--- src/rtl/llc_bus_snoop_responder_pkg.sv ---
// Shared LLC bus definitions for the snoop responder.
// Contents:
//   busOperation   - bus operation issued by the LLC
//   snoopResults   - snoop result returned to the LLC
//   responderState - responder FSM states
//   SNOOP_*_CODE   - address-decode constants for the result rule
//   snoop_decode() - maps a latched op and addr[1:0] to a snoop result
package llc_bus_snoop_responder_pkg;

    typedef enum logic [2:0] {
        NOBUSOP    = 3'd0,
        READ       = 3'd1,
        WRITE      = 3'd2,
        INVALIDATE = 3'd3,
        RWIM       = 3'd4
    } busOperation;

    typedef enum logic [1:0] {
        NORESULT = 2'd0,
        HIT      = 2'd1,
        HITM     = 2'd2,
        NOHIT    = 2'd3
    } snoopResults;

    localparam logic [1:0] SNOOP_HIT_CODE  = 2'b00;
    localparam logic [1:0] SNOOP_HITM_CODE = 2'b01;

    typedef enum logic [1:0] {
        R_IDLE  = 2'd0,
        R_SNOOP = 2'd1,
        R_RESP  = 2'd2,
        R_DATA  = 2'd3
    } responderState;

    // WRITE never snoops; NOBUSOP never reaches a response but is mapped for completeness.
    function automatic snoopResults snoop_decode(input busOperation op, input logic [1:0] addr_lo);
        snoopResults res;
        if (op == WRITE || op == NOBUSOP) begin
            res = NORESULT;
        end else if (addr_lo == SNOOP_HIT_CODE) begin
            res = HIT;
        end else if (addr_lo == SNOOP_HITM_CODE) begin
            res = HITM;
        end else begin
            res = NOHIT;
        end
        return res;
    endfunction

endpackage

--- src/rtl/llc_bus_snoop_responder_counter.sv ---
// Saturating statistics counter used for the per-result snoop tallies.
// Ports:
//   clk     - clock
//   rst_n   - asynchronous active-low reset, clears the count
//   i_inc   - increment enable (one count per cycle asserted)
//   o_count - current count; sticks at all-ones instead of wrapping
module snoop_stat_counter #(
    parameter int unsigned CNT_W = 32
) (
    input  logic             clk,
    input  logic             rst_n,
    input  logic             i_inc,
    output logic [CNT_W-1:0] o_count
);

    logic [CNT_W-1:0] r_count;

    always_ff @(posedge clk or negedge rst_n) begin
        if (!rst_n) begin
            r_count <= '0;
        end else if (i_inc && (r_count != '1)) begin
            r_count <= r_count + CNT_W'(1);
        end
    end

    assign o_count = r_count;

endmodule

--- src/rtl/llc_bus_snoop_responder.sv ---
// Far end of the LLC shared bus: answers one bus operation at a time with a
// snoop result after a fixed latency, then streams a line fill for READ/RWIM.
// Ports:
//   clk, rst_n                       - clock, asynchronous active-low reset
//   i_req_valid/o_req_ready          - request handshake
//   i_req_op, i_req_addr             - bus operation and physical address
//   o_rsp_valid/i_rsp_ready          - snoop result handshake
//   o_rsp_result                     - snoop result (NORESULT outside a response)
//   o_dat_valid/i_dat_ready          - line-fill beat handshake
//   o_dat_beat, o_dat_last           - beat index (0 first) and final-beat flag
//   o_dat_src                        - 1 when a peer cache supplies the line (HITM)
//   o_err_op                         - one-cycle pulse after a NOBUSOP is accepted
//   o_cnt_hit/o_cnt_hitm/o_cnt_nohit - saturating counts of results returned
module llc_bus_snoop_responder
    import llc_bus_snoop_responder_pkg::*;
#(
    parameter int unsigned SNOOP_LATENCY = 2,
    parameter int unsigned DATA_BEATS    = 4,
    parameter int unsigned CNT_W         = 32,
    localparam int unsigned BEAT_W       = (DATA_BEATS > 1) ? $clog2(DATA_BEATS) : 1
) (
    input  logic              clk,
    input  logic              rst_n,
    input  logic              i_req_valid,
    output logic              o_req_ready,
    input  busOperation       i_req_op,
    input  logic [31:0]       i_req_addr,
    output logic              o_rsp_valid,
    input  logic              i_rsp_ready,
    output snoopResults       o_rsp_result,
    output logic              o_dat_valid,
    input  logic              i_dat_ready,
    output logic [BEAT_W-1:0] o_dat_beat,
    output logic              o_dat_src,
    output logic              o_dat_last,
    output logic              o_err_op,
    output logic [CNT_W-1:0]  o_cnt_hit,
    output logic [CNT_W-1:0]  o_cnt_hitm,
    output logic [CNT_W-1:0]  o_cnt_nohit
);

    localparam int unsigned LAT_W = (SNOOP_LATENCY > 1) ? $clog2(SNOOP_LATENCY) : 1;
    localparam logic [LAT_W-1:0]  LAT_LOAD  = LAT_W'(SNOOP_LATENCY - 1);
    localparam logic [BEAT_W-1:0] BEAT_LAST = BEAT_W'(DATA_BEATS - 1);

    responderState     r_state, w_state_d;
    busOperation       r_op, w_op_d;
    logic [1:0]        r_addr_lo, w_addr_lo_d;  // only addr[1:0] feeds the result rule
    logic [LAT_W-1:0]  r_lat, w_lat_d;
    logic [BEAT_W-1:0] r_beat, w_beat_d;
    logic              r_err, w_err_d;

    logic              w_unused_addr;
    snoopResults       w_result;
    logic              w_in_resp;
    logic              w_in_data;
    logic              w_is_last;
    logic              w_rsp_hs;

    assign w_unused_addr = ^i_req_addr[31:2];

    assign w_result  = snoop_decode(r_op, r_addr_lo);
    assign w_in_resp = (r_state == R_RESP);
    assign w_in_data = (r_state == R_DATA);
    assign w_is_last = (r_beat == BEAT_LAST);
    assign w_rsp_hs  = w_in_resp && i_rsp_ready;

    always_comb begin
        w_state_d   = r_state;
        w_op_d      = r_op;
        w_addr_lo_d = r_addr_lo;
        w_lat_d     = r_lat;
        w_beat_d    = r_beat;
        w_err_d     = 1'b0;
        unique case (r_state)
            R_IDLE: begin
                if (i_req_valid) begin
                    if (i_req_op == NOBUSOP) begin
                        w_err_d = 1'b1;
                    end else begin
                        w_op_d      = i_req_op;
                        w_addr_lo_d = i_req_addr[1:0];
                        w_lat_d     = LAT_LOAD;
                        w_state_d   = R_SNOOP;
                    end
                end
            end
            R_SNOOP: begin
                // Loaded with LATENCY-1 and exits on zero, so RESP appears
                // exactly SNOOP_LATENCY edges after the accepting edge.
                if (r_lat == '0) begin
                    w_state_d = R_RESP;
                end else begin
                    w_lat_d = r_lat - LAT_W'(1);
                end
            end
            R_RESP: begin
                if (i_rsp_ready) begin
                    if (r_op == READ || r_op == RWIM) begin
                        w_beat_d  = '0;
                        w_state_d = R_DATA;
                    end else begin
                        w_state_d = R_IDLE;
                    end
                end
            end
            R_DATA: begin
                if (i_dat_ready) begin
                    if (w_is_last) begin
                        w_beat_d  = '0;
                        w_state_d = R_IDLE;
                    end else begin
                        w_beat_d = r_beat + BEAT_W'(1);
                    end
                end
            end
            default: begin
                w_state_d = R_IDLE;
            end
        endcase
    end

    always_ff @(posedge clk or negedge rst_n) begin
        if (!rst_n) begin
            r_state   <= R_IDLE;
            r_op      <= NOBUSOP;
            r_addr_lo <= 2'b00;
            r_lat     <= '0;
            r_beat    <= '0;
            r_err     <= 1'b0;
        end else begin
            r_state   <= w_state_d;
            r_op      <= w_op_d;
            r_addr_lo <= w_addr_lo_d;
            r_lat     <= w_lat_d;
            r_beat    <= w_beat_d;
            r_err     <= w_err_d;
        end
    end

    assign o_req_ready  = (r_state == R_IDLE);
    assign o_rsp_valid  = w_in_resp;
    assign o_rsp_result = w_in_resp ? w_result : NORESULT;
    assign o_dat_valid  = w_in_data;
    assign o_dat_beat   = r_beat;
    assign o_dat_last   = w_in_data && w_is_last;
    assign o_dat_src    = w_in_data && (w_result == HITM);
    assign o_err_op     = r_err;

    snoop_stat_counter #(
        .CNT_W (CNT_W)
    ) u_cnt_hit (
        .clk     (clk),
        .rst_n   (rst_n),
        .i_inc   (w_rsp_hs && (w_result == HIT)),
        .o_count (o_cnt_hit)
    );

    snoop_stat_counter #(
        .CNT_W (CNT_W)
    ) u_cnt_hitm (
        .clk     (clk),
        .rst_n   (rst_n),
        .i_inc   (w_rsp_hs && (w_result == HITM)),
        .o_count (o_cnt_hitm)
    );

    snoop_stat_counter #(
        .CNT_W (CNT_W)
    ) u_cnt_nohit (
        .clk     (clk),
        .rst_n   (rst_n),
        .i_inc   (w_rsp_hs && (w_result == NOHIT)),
        .o_count (o_cnt_nohit)
    );

endmodule
--- config.mk ---
export PLATFORM = sky130hd
export DESIGN_NAME = llc_bus_snoop_responder
export DESIGN_NICKNAME = d
export VERILOG_FILES = /design/src/rtl/llc_bus_snoop_responder_pkg.sv /design/src/rtl/llc_bus_snoop_responder_counter.sv /design/src/rtl/llc_bus_snoop_responder.sv
export SDC_FILE = /design/constraint.sdc
export NUM_CORES = 1
export LEC_CHECK = 0
export BUFFER_PORTS_ARGS = -buffer_cell sky130_fd_sc_hd__buf_2
export CORE_ASPECT_RATIO = 1.25
export CORE_MARGIN = 3
export CORE_UTILIZATION = 25
export CTS_BUF_LIST = sky130_fd_sc_hd__clkbuf_8 sky130_fd_sc_hd__clkbuf_16
export DETAILED_ROUTE_END_ITERATION = 12
export HOLD_SLACK_MARGIN = 0.02
export SLEW_MARGIN = 10
export SYNTH_ARGS = -nofsm -noshare
export SYNTH_HDL_FRONTEND = slang
export SYNTH_HIERARCHICAL = 1
export SYNTH_SLANG_ARGS = --single-unit
--- constraint.sdc ---
create_clock -name clk -period 4.3 [get_ports clk]
set_clock_uncertainty 0.2 [all_clocks]
set_input_delay 0.86 -clock clk [delete_from_list [all_inputs] [get_ports clk]]
set_output_delay 0.86 -clock clk [all_outputs]
set_load 0.02 [all_outputs]
==> summary.md <==
| Metric | Value |
|---|---|
| Final HPWL DP | `10.70 mm` |
| Grt ovf | `0` |
| Die extent in y | `172.0 um` |
| Post-layout instance area | `6690 um2` |
| CTS max path bufs | `2` |
| Overall power | `2530 uW` |
| WL/cell | `15.67 um` |
| Nets | `slightly below 700` |
| GRT Total Usage | `0.1225` |
| IO Port Bufs | `115` |
| Die X | `138.8 um` |
| Most common cell after layout, fill and taps aside | `buf_2` |
| Pwr dens | `378.1 nW/um2` |
| Reg2reg start | `r_state[0]` |
| Routability congestion estimate | `0.7936` |
| Cts hold-fix bufs | `0` |
| Post-DP Area | `6406 um2` |
| R2R Setup Slk | `roughly 1.2 ns` |
| 1st-iter DRT viols | `175` |
| Largest stage delay, worst path | `roughly 0.55 ns` |
| Worst-Margin Slew | `1.024 ns` |
| ANT nets after route | `0` |
| Global-route wire length before repair | `23.76 mm` |
| Vias in the first global route | `4426` |
| Clock sink count | `107` |
| TritonCTS buffer count | `9` |
| Hold Path Class | `flop to flop` |
| Reg2reg end | `u_cnt_hitm/o_count[29]` |
| Routed vias/inst | `4.800` |
| Max-slew violations | `0` |
| CTS resizes | `0` |
| Root Buffer | `clkbuf_16` |
| Min Tclk post-route | `~3.1 ns` |
| Fmax | `320.8 MHz` |
| Total die area | `23880 um2` |
| Most frequent cells in the layout | `114 x buf_2, 107 x dfrtp_1, 72 x xnor2_1` |
| RSZ-0062 raised after global routing | `false` |
| Antenna violations before repair | `0` |
| Routed WL | `14.48 mm` |
| Starting Density | `0.2550` |
| Synth warnings | `6` |
| Placeable core area | `21620 um2` |
| DP Cell Count | `908` |
| Layout area overhead | `21.36%` |
| Critical-path cell list | `and2b_2 > o211ai_1 > nor2_1 > and3_1 > nor2b_1 > nand4_1 > nor4_2 > xor2_1` |
| Crit. path cell count | `8` |
| Cells on worst reg2reg path | `8` |
| Crit path kind | `flop to flop` |
| H-tree depth | `3` |
| Crit path to | `u_cnt_hitm/o_count[29]` |
| Max-cap violations | `0` |
| Clock Latency Late Sink | `around 0.35 ns` |
| ANT cells | `0` |
| Final Setup Violations | `0` |
| Post-Syn Area | `about 5500 um2` |
| Setup_tns | `0 ns` |
| Largest net degree at the start of global routing | `77` |
| CTS tree | `yes` |
| Yosys cell types | `45` |
| Final Hold Vio Count | `0` |
| Run status | `finished, final reports clean` |
| Syn_nets | `562` |
| WP buf/inv | `0` |
| Via Count | `4435` |
| CP required | `roughly 4.4 ns` |
| Reg clk slew, reported paths | `approximately 0.080 ns` |
| Register area share after synthesis | `0.4857` |
| Post-Layout Cell Count | `between 900 and 1000` |
| Crit path max-delay family | `simple AND/OR/NAND/NOR gates` |
| Fraction of layout cells with a size suffix above 1 | `0.2791` |
| Slowest-stage cell, CP | `nor2b_1` |
| Slew Limit Headroom | `0.3173` |
| DRC Markers | `0` |
| Startpoint types | `flop` |
| Setup Buffers After CTS | `0` |
| Mean Syn Cell Area | `around 11 um2` |
| FP Rows | `60` |
| Iteration count of the initial detailed-routing pass | `5` |
| Worst Setup SP | `r_state[0]` |
| Fin crit share | `0.7249` |
| FF+latch count, synth | `107` |
| Syn Inst Count | `518` |
| Worst-path fanout max | `10` |
| Async set-or-reset flop fraction in the synthesized netlist | `1.000` |
| Critical Path Sink Type | `flop` |
| Pleak | `0.003082 uW` |
| Post-synth EDFFs | `0` |
| Post-synth top flop | `dfrtp_1` |
| I/O Pins | `146` |
| VDD IR-drop max | `0.1945 mV` |
| Arrival time at the worst endpoint | `3.20 ns` |
registers in the layout, summed over array words and instances, names as in the netlist:
name and count:
u_cnt_hit/o_count 32, u_cnt_hitm/o_count 32, u_cnt_nohit/o_count 32, r_op 3
o_dat_beat 2, r_addr_lo 2, r_state 2, o_err_op 1
r_lat 1
cell families (layout without fill, tap and decap cells):
| logic type | Yosys count | in the layout | share of synthesized area |
|---|---|---|---|
| xor+xnor | 88 | 88 | 0.1398 |
| compound gates | 32 | 32 | 0.04516 |
| buf+inv | 16 | 143 | 0.01702 |
| mux | 9 | 9 | 0.02043 |
| simple gates | 262 | 262 | 0.2828 |
| flops | 107 | 107 | 0.4857 |
| fa+ha+maj | 4 | 4 | 0.009079 |
worst reg2reg max path, cell delays in order (launching register included):
cell and delay, ns:
dfrtp_1 0.50, and2b_2 0.33, o211ai_1 0.14, nor2_1 0.51, and3_1 0.28, nor2b_1 0.55, nand4_1 0.19, nor4_2 0.19
xor2_1 0.16
Yosys cell counts, drive strengths merged, types with 5 or more instances:
master / n / area [um2]
nor2: 34 / 127.6
o211ai: 7 / 52.55
dfrtp: 107 / 2678
xor2: 16 / 140.1
xnor2: 72 / 630.6
mux2: 9 / 112.6
or4: 6 / 67.56
nor3: 16 / 110.1
inv: 8 / 30.03
and3: 8 / 51.30
nand3: 51 / 270.3
nand2: 58 / 232.7
a31oi: 5 / 31.28
and4: 13 / 113.9
nand4: 48 / 319.1
buf: 5 / 52.55
a21oi: 8 / 40.04
nor4: 15 / 157.7
layer usage:
metal | share of wire | GRT usage | wire length, um | vias up
met5 | 0 | 0 | 0 | -
met4 | 0.018 | 0.05149 | 254 | 0
met3 | 0.044 | 0.02407 | 633 | 12
met2 | 0.49 | 0.2050 | 7031 | 89
met1 | 0.45 | 0.1559 | 6562 | 2202
li1 | - | - | - | 2132
final cells by class:
type	count	area, um2
multi-input combinational	395	2741
inverter	8	30.03
clock inverter	7	58.81
sequential	107	2678
timing repair buffer	119	608.1
clock buffer	9	225.2
tap	279	349.1
fill	2284	14930
through the flow:
stage	utilization	worst slack, ns	hold WS, ns
2_1_floorplan	-	1.529	0.2814
3_3_place_gp	0.2963	1.017	0.2859
3_5_place_dp	0.2963	0.9519	0.2895
4_1_cts	0.3094	1.142	0.3001
5_1_grt	0.3094	0.9153	0.3307
6_report	0.3094	1.183	0.2994
worst min path at each step:
stage	from	endpoint	depth (start not counted)
after floorplan	r_op[1]	r_op[1]	1
after global placement	u_cnt_nohit/o_count[31]	u_cnt_nohit/o_count[31]	1
after detailed placement	u_cnt_nohit/o_count[31]	u_cnt_nohit/o_count[31]	1
after CTS	u_cnt_nohit/o_count[31]	u_cnt_nohit/o_count[31]	1
after global routing	u_cnt_hit/o_count[31]	u_cnt_hit/o_count[31]	1
final	u_cnt_nohit/o_count[31]	u_cnt_nohit/o_count[31]	1
power breakdown:
part,switching [uW],total [uW],internal [uW]
clock network,415,820,406
logic,310,511,201
registers,107,1200,1090
total,831,2530,1700
No activity file was read; power rests on OpenSTA's default activity.
